<file path="src/rtl/viterbi_pkg.sv">
// Shared definitions for the Viterbi decision output stage.
//   MW_DEF / HW_DEF : default metric and history widths
//   MW_MAX / HW_MAX : widths carried inside cand_t. Narrower metrics are
//                     sign-extended and narrower histories zero-extended.
//   state_e         : decision-stage FSM states
//   LBL_ONE/ZERO    : legal 2-bit branch labels
//   cand_t          : one survivor candidate {metric, history, idx}
//   decode_label    : maps a branch label to {bit, err}
package viterbi_pkg;

    localparam int MW_DEF = 8;
    localparam int HW_DEF = 6;
    localparam int MW_MAX = 32;
    localparam int HW_MAX = 32;

    typedef enum logic [1:0] {IDLE, CMP1, CMP2, SHIFT} state_e;

    localparam logic [1:0] LBL_ONE  = 2'b10;
    localparam logic [1:0] LBL_ZERO = 2'b01;

    typedef struct packed {
        logic signed [MW_MAX-1:0] metric;
        logic        [HW_MAX-1:0] history;
        logic        [1:0]        idx;
    } cand_t;

    // Returns {decoded_bit, illegal_label}
    function automatic logic [1:0] decode_label(input logic [1:0] lbl);
        case (lbl)
            LBL_ONE:  return 2'b10;
            LBL_ZERO: return 2'b00;
            default:  return 2'b01;
        endcase
    endfunction

endpackage

</file>
<file path="src/rtl/viterbi_min2.sv">
// Combinational signed compare-select of two survivor candidates.
// Strict less-than, so equal metrics keep the first operand (lower index).
//   a_i   : first candidate (lower state index)
//   b_i   : second candidate
//   win_o : candidate with the smaller signed metric
module viterbi_min2
    import viterbi_pkg::*;
(
    input  cand_t a_i,
    input  cand_t b_i,
    output cand_t win_o
);

    assign win_o = ($signed(b_i.metric) < $signed(a_i.metric)) ? b_i : a_i;

endmodule

</file>
<file path="src/rtl/viterbi_decision_out.sv">
// Final decision stage of the Viterbi decoder. Captures the four end-state
// metrics and histories, picks the minimum signed metric through a two-level
// registered compare tree, then streams the survivor history one decoded bit
// per handshake, oldest step first.
//
// Optional feature macro: DEC_METRIC_OUT_EN adds best_metric / best_idx.
//
// Ports:
//   CLK, RST_N                 clock, asynchronous active-low reset
//   END_00..END_11             signed end metrics of states 0..3
//   temp_c000..temp_c111       path histories of states 0..3
//   in_valid / in_ready        input set handshake
//   out_bit / out_valid /
//   out_ready                  decoded bit stream handshake
//   out_last                   bit is trellis step NB-1
//   out_err                    branch label was 2'b00 or 2'b11
//   best_metric, best_idx      winner metric/index (DEC_METRIC_OUT_EN only)
module viterbi_decision_out
    import viterbi_pkg::*;
#(
    parameter int MW = MW_DEF,
    parameter int HW = HW_DEF
) (
    input  logic          CLK,
    input  logic          RST_N,
    input  logic [MW-1:0] END_00,
    input  logic [MW-1:0] END_01,
    input  logic [MW-1:0] END_10,
    input  logic [MW-1:0] END_11,
    input  logic [HW-1:0] temp_c000,
    input  logic [HW-1:0] temp_c001,
    input  logic [HW-1:0] temp_c110,
    input  logic [HW-1:0] temp_c111,
    input  logic          in_valid,
    output logic          in_ready,
    output logic          out_bit,
    output logic          out_valid,
    input  logic          out_ready,
    output logic          out_last,
    output logic          out_err
`ifdef DEC_METRIC_OUT_EN
    ,
    output logic [MW-1:0] best_metric,
    output logic [1:0]    best_idx
`endif
);

    localparam int NB = HW / 2;
    localparam int CW = (NB > 1) ? $clog2(NB) : 1;

    state_e          state_q, state_d;
    cand_t [3:0]     in_q, in_d;
    cand_t           a_q, a_d, b_q, b_d;
    logic [HW-1:0]   sh_q, sh_d;
    logic [CW-1:0]   cnt_q, cnt_d;
`ifdef DEC_METRIC_OUT_EN
    logic [MW-1:0]   bm_q, bm_d;
    logic [1:0]      bi_q, bi_d;
`endif

    cand_t [3:0]     cand_in;
    cand_t           win_a, win_b, win_w;
    logic signed [MW-1:0] end_s [4];
    logic [HW-1:0]   hist_in [4];
    logic [1:0]      dec;
    logic            last_w;
    logic            unused_w;

    assign end_s[0]   = END_00;
    assign end_s[1]   = END_01;
    assign end_s[2]   = END_10;
    assign end_s[3]   = END_11;
    assign hist_in[0] = temp_c000;
    assign hist_in[1] = temp_c001;
    assign hist_in[2] = temp_c110;
    assign hist_in[3] = temp_c111;

    // Widen into the common candidate format; metrics keep their sign.
    always_comb begin
        for (int i = 0; i < 4; i++) begin
            cand_in[i].metric  = MW_MAX'(end_s[i]);
            cand_in[i].history = HW_MAX'(hist_in[i]);
            cand_in[i].idx     = 2'(i);
        end
    end

    viterbi_min2 u_min_a (.a_i(in_q[0]), .b_i(in_q[1]), .win_o(win_a));
    viterbi_min2 u_min_b (.a_i(in_q[2]), .b_i(in_q[3]), .win_o(win_b));
    viterbi_min2 u_min_w (.a_i(a_q),     .b_i(b_q),     .win_o(win_w));

    // Only the history slice is needed when the metric outputs are absent.
    assign unused_w = ^win_w;

    assign dec    = decode_label(sh_q[HW-1 -: 2]);
    assign last_w = (cnt_q == CW'(NB - 1));

    assign out_bit  = (state_q == SHIFT) & dec[1];
    assign out_err  = (state_q == SHIFT) & dec[0];
    assign out_last = (state_q == SHIFT) & last_w;

    always_comb begin
        state_d   = state_q;
        in_d      = in_q;
        a_d       = a_q;
        b_d       = b_q;
        sh_d      = sh_q;
        cnt_d     = cnt_q;
`ifdef DEC_METRIC_OUT_EN
        bm_d      = bm_q;
        bi_d      = bi_q;
`endif
        in_ready  = 1'b0;
        out_valid = 1'b0;
        case (state_q)
            IDLE: begin
                in_ready = 1'b1;
                if (in_valid) begin
                    in_d    = cand_in;
                    state_d = CMP1;
                end
            end
            CMP1: begin
                a_d     = win_a;
                b_d     = win_b;
                state_d = CMP2;
            end
            CMP2: begin
                sh_d    = win_w.history[HW-1:0];
                cnt_d   = '0;
`ifdef DEC_METRIC_OUT_EN
                bm_d    = win_w.metric[MW-1:0];
                bi_d    = win_w.idx;
`endif
                state_d = SHIFT;
            end
            SHIFT: begin
                out_valid = 1'b1;
                if (out_ready) begin
                    sh_d  = sh_q << 2;
                    cnt_d = cnt_q + CW'(1);
                    if (last_w) begin
                        state_d = IDLE;
                    end
                end
            end
            default: state_d = IDLE;
        endcase
    end

    always_ff @(posedge CLK or negedge RST_N) begin
        if (!RST_N) begin
            state_q <= IDLE;
            in_q    <= '0;
            a_q     <= '0;
            b_q     <= '0;
            sh_q    <= '0;
            cnt_q   <= '0;
`ifdef DEC_METRIC_OUT_EN
            bm_q    <= '0;
            bi_q    <= '0;
`endif
        end else begin
            state_q <= state_d;
            in_q    <= in_d;
            a_q     <= a_d;
            b_q     <= b_d;
            sh_q    <= sh_d;
            cnt_q   <= cnt_d;
`ifdef DEC_METRIC_OUT_EN
            bm_q    <= bm_d;
            bi_q    <= bi_d;
`endif
        end
    end

`ifdef DEC_METRIC_OUT_EN
    assign best_metric = bm_q;
    assign best_idx    = bi_q;
`endif

endmodule
</file>
<file path="config.mk">
export PLATFORM = sky130hd
export DESIGN_NAME = viterbi_decision_out
export DESIGN_NICKNAME = d
export VERILOG_FILES = /design/src/rtl/viterbi_pkg.sv /design/src/rtl/viterbi_min2.sv /design/src/rtl/viterbi_decision_out.sv
export SDC_FILE = /design/constraint.sdc
export NUM_CORES = 1
export LEC_CHECK = 0
export ABC_AREA = 0
export ABC_CLOCK_PERIOD_IN_PS = 2100
export BUFFER_PORTS_ARGS = -buffer_cell sky130_fd_sc_hd__buf_4
export CAP_MARGIN = 20
export CORE_ASPECT_RATIO = 1.5
export CORE_MARGIN = 2
export CORE_UTILIZATION = 58
export CTS_CLUSTER_SIZE = 10
export DETAILED_ROUTE_END_ITERATION = 10
export PLACE_DENSITY = 0.79
export REMOVE_ABC_BUFFERS = 1
export SYNTH_ARGS = -nofsm -noshare
export SYNTH_HDL_FRONTEND = slang
export SYNTH_SLANG_ARGS = --single-unit
</file>
<file path="constraint.sdc">
create_clock -name CLK -period 2.1 [get_ports CLK]
set_input_delay 0.42 -clock CLK [delete_from_list [all_inputs] [get_ports CLK]]
set_output_delay 0.42 -clock CLK [all_outputs]
set_load 0.05 [all_outputs]
</file>
After elaboration in Yosys (flattened, before gate mapping):

Index checks and enable logic that the tools add are counted.
Widths: inputs -> output; s select.

* bits in registers: 148
* input port bits: 60

* reductions and logical operators: 5
* add/subtract/negate cells: 1
* muxes and demuxes: 14
* bitwise operators: 3
* magnitude comparators: 3
* equal/unequal tests: 9

Operators by type and width (number)
* $mux 66: 2
* $lt 32x32->1: 1
* $lt 8x8->1: 2
* $pmux 6 s2: 1
* $eq 2x2->1 const B: 4
* $mux 2: 4
* $mux 8: 1
* $pmux 2 s2: 2
* $pmux 2 s4: 1
* $mux 6: 1
* $ne 2x2->1 const B: 3
* $eq 2x1->1 const B: 2
* $reduce_and 2->1: 2
* $and 1x1->1: 3
* $reduce_and 3->1: 1
* $add 2x1->2 const B: 1
* $logic_not 2->1: 1
* $mux 1: 2
* $reduce_bool 2->1: 1

Depth between registers and ports, before layout:

* depth in word-level cells: 4
* gate-level depth with buffers: 9
* mapped depth without buffers: 7

Modules after synthesis:

Synthesis repeated with hierarchy kept, for this count alone.

* cell total of the unflattened synthesis: 1018
* area total of the unflattened synthesis: 12612.1 µm²

By module, submodules not included
* viterbi_decision_out: instances 1, seq. area each 4979.8 µm², cells each 463, area each 7781.2 µm²
* viterbi_min2: instances 3, seq. area each 0.0 µm², cells each 185, area each 1610.3 µm²

Worst setup path before layout:

Ideal clock, no wire load.

* path type: register to register
* start point: reg state_q[0]
* end point: reg in_q[107] (netlist name)
* cell stages (with the launch flop): 7
* arrival time: 1.876 ns
* setup time: 0.125 ns
* setup slack: 0.099 ns
* cell sequence: dfrtp_1 > inv_1 > ha_1 > nand2_1 > clkbuf_1 > buf_2 > mux2_2

* longest elaborated chain between the ends: 2

Ends and longest elaborated chain
* from (decl): line viterbi_decision_out.sv:51 `state_e state_q, state_d;`
* from (signal assigned): line viterbi_decision_out.sv:163 `state_q <= state_d;`
* $logic_not 2->1: line viterbi_decision_out.sv:114 `case (state_q)`
* $reduce_and 2->1 (no line)
* to (signal assigned): line viterbi_decision_out.sv:164 `in_q <= in_d;`
* to (decl): line viterbi_decision_out.sv:52 `cand_t [3:0] in_q, in_d;`

Every way passes these cells.
A chain may end at the register's enable or synchronous reset.

Worst setup path in the final report:

* start point: reg in_q[41] (netlist name)
* end point: reg a_q[38] (netlist name)

* longest elaborated chain between the ends: 2

Ends and longest elaborated chain
* $lt 8x8->1: line viterbi_min2.sv:14 `assign win_o = ($signed(b_i.metric) < $signed(a_i.metric)) ? b_i : a_i;`
* $mux 66: line viterbi_min2.sv:14
* to (signal assigned): line viterbi_decision_out.sv:154 `a_q <= '0;`
* to (signal assigned): line viterbi_decision_out.sv:165 `a_q <= a_d;`
* to (decl): line viterbi_decision_out.sv:53 `cand_t a_q, a_d, b_q, b_d;`

Every way passes these cells.

==> metrics.txt <==
status=finished clean; CP Capture Type=register; Inserted Diodes=0; Critical Path AT=2.28 ns; drt pass-1 iters=5; Crit Path Max Fanout=14; Tot GR Track Use=0.267; Routed WL=11.7 mm; die width=80.2 um; synth unique cells=46; port bufs=64; Clock transition at path regs=0.07 ns; Fmax=503 MHz; number of remaining DRC errors=0; worst vdd ir=0.00149 V; CP max stage delay=0.35 ns; core area=8410 um^2; Slew @ Worst Pin=0.761 ns; share of layout cells above drive strength 1=0.339; list of most frequent post-synthesis cells=dfrtp_1 (94), mux2_2 (56), nand3_1 (39), nor2_1 (29); Startpoint Class=register; Syn Inst Count=480; TritonCTS Buffers=9; top cell type's share of synthesized area=0.466; count leader, synth=dfrtp_1; CTS tree=yes; Final Max Tran Viols=0; Routability Congestion=0.896; clock root cell=clkbuf_16; Die Y=118 um; CP max-delay cell=dfrtp_1; final-stage net count=651; Syn Std Cell Area=5050 um^2; Slew HR=0.493; Vias=4142; Crit Path Category=register to register; critical path required time=2.39 ns; area delta synth->final=23.1%; leakage=2.80 nW; Final Util=0.739; vias in the first global route=4293; DR iter-0 viols=333; Clock Sinks=94; Synth area leader=dfrtp_1; Area contributors post-synth=dfrtp_1 (47%), mux2_2 (12%), ha_1 (6.7%); Site Rows=41; Layout Skew=0.00812 ns; worst hold-check path type=input port to register; Ys Warns=0; FFs w/ async S/R, synth=1.00; Seq cells post-synth=94; Vias per Instance=6.13; Final setup viols=0; per-cell routed wire length=17.2 um; GR Overflow Total=0; Clock Latency Late Sink=0.35 ns; post-CTS setup repair buffer count=0; RSZ-0062 raised after global routing=false; ys flop type=dfrtp_1; Post-DP HPWL=8.37 mm; register area share after synthesis=0.466; full die area=9480 um^2; syn avg cell area=10.5 um^2; # IOs=65; initial core utilization=0.600; Max clock buf depth=2; first-pass GRT wire length=19.9 mm; critical-path cell list=inv_1 -> ha_1 -> buf_4 -> a41oi_2 -> o31ai_4 -> buf_6 -> or3_1 -> nand3_1; Post-synth EDFFs=0; min Tclk post-route=1.99 ns; Routed Antenna Nets=0; setup_tns=0 ns; initial antenna violation count=0; Power Density=1780 nW/um^2; Final Cycle Share=0.947; Hold Fails Final Rpt=0; H-tree levels=3; max cap viols=0; largest net degree at the start of global routing=57
## worst paths after layout
check / startpoint / endpoint / slack [ns] / cells past startpoint
setup / recovery: in_q[41] / a_q[38] / 0.11 / 8
hold / removal: END_01[7] / in_q[107] / 0.30 / 2
setup reg to reg: in_q[41] / a_q[38] / 0.11 / 8
hold reg to reg: in_q[171] / in_q[171] / 0.50 / 1
max in group asynchronous: RST_N / in_q[238] / 1.07 / 3
min in group asynchronous: RST_N / in_q[103] / 0.46 / 2
## kinds of logic (layout without fill, tap and decap cells)
kind of cell	count (synthesis)	after routing	synth area share
compound gates	103	103	0.147
buf+inv	57	146	0.0476
simple gates	141	141	0.144
fa+ha+maj	27	27	0.0669
flops	94	94	0.466
mux	58	58	0.129
## cell type report
| type | instances | area, um^2 |
|---|---|---|
| multi-input combinational | 329 | 2510 |
| sequential | 94 | 2350 |
| fill | 600 | 2200 |
| timing repair buffer | 102 | 810 |
| clock buffer | 10 | 239 |
| tap | 107 | 134 |
| inverter | 28 | 105 |
| clock inverter | 6 | 68.8 |
## routing by layer
layer / up-vias / GRT usage / share of wire
met1: 2048 / 0.317 / 0.39
met4: 0 / 0.103 / 0.025
met2: 124 / 0.477 / 0.54
li1: 1946 / - / -
met3: 24 / 0.0351 / 0.041
met5: - / 0 / 0
## cell usage in the layout, fill, tap and decap left out, types with 10 or more instances in the layout
cell and count:
o2111ai_1 13, nor2b_1 12, nor2_1 29, nand3_1 39
buf_4 97, inv_1 27, ha_1 25, mux2_2 56
nand4_1 17, a31oi_1 17, or3_1 10, o21ai_0 14
a21oi_1 17, nand2_1 16, dfrtp_1 94
## where the power goes
group / switching [mW] / leakage, nW / internal, mW
clock network: 0.715 / 0.149 / 0.963
logic: 3.30 / 1.54 / 2.71
registers: 0.634 / 1.11 / 2.75
## flip-flops by register name (all words and copies together) (netlist names)
name / cells
a_q: 14
b_q: 14
in_q: 56
cnt_q: 2
state_q: 2
sh_q: 6
## stage by stage
stage | total power [mW] | cells | instance area, um^2 | hold slack, ns | setup slack [ns]
floorplan | 7.13 | 451 | 4910 | 0.124 | -0.694
finish | 11.1 | 676 | 6220 | 0.296 | 0.112
global route | 11.9 | 676 | 6220 | 0.295 | 0.00186
CTS | 10.9 | 676 | 6170 | 0.298 | 0.0584
detailed placement | 9.17 | 659 | 5850 | 0.288 | 0.0682
global placement | 8.80 | 658 | 5850 | 0.286 | -0.182
## worst max-delay path: cells and delay by family (launching register included)
family | cells | cell delay [ns]
AOI/OAI and AO/OA | 2 | 0.44
adders and majority gates | 1 | 0.31
buffers and inverters | 3 | 0.40
DFF | 1 | 0.35
and+or+nand+nor | 2 | 0.44
## what timing repair did
action | 4_1_cts | 5_1_grt
resized for setup | 0 | 6
setup endpoints to repair | 0 | 7
endpoints found under the hold margin | 13 | 0
hold buffers | 1 | 0
Power figures use the tool's default switching activity.
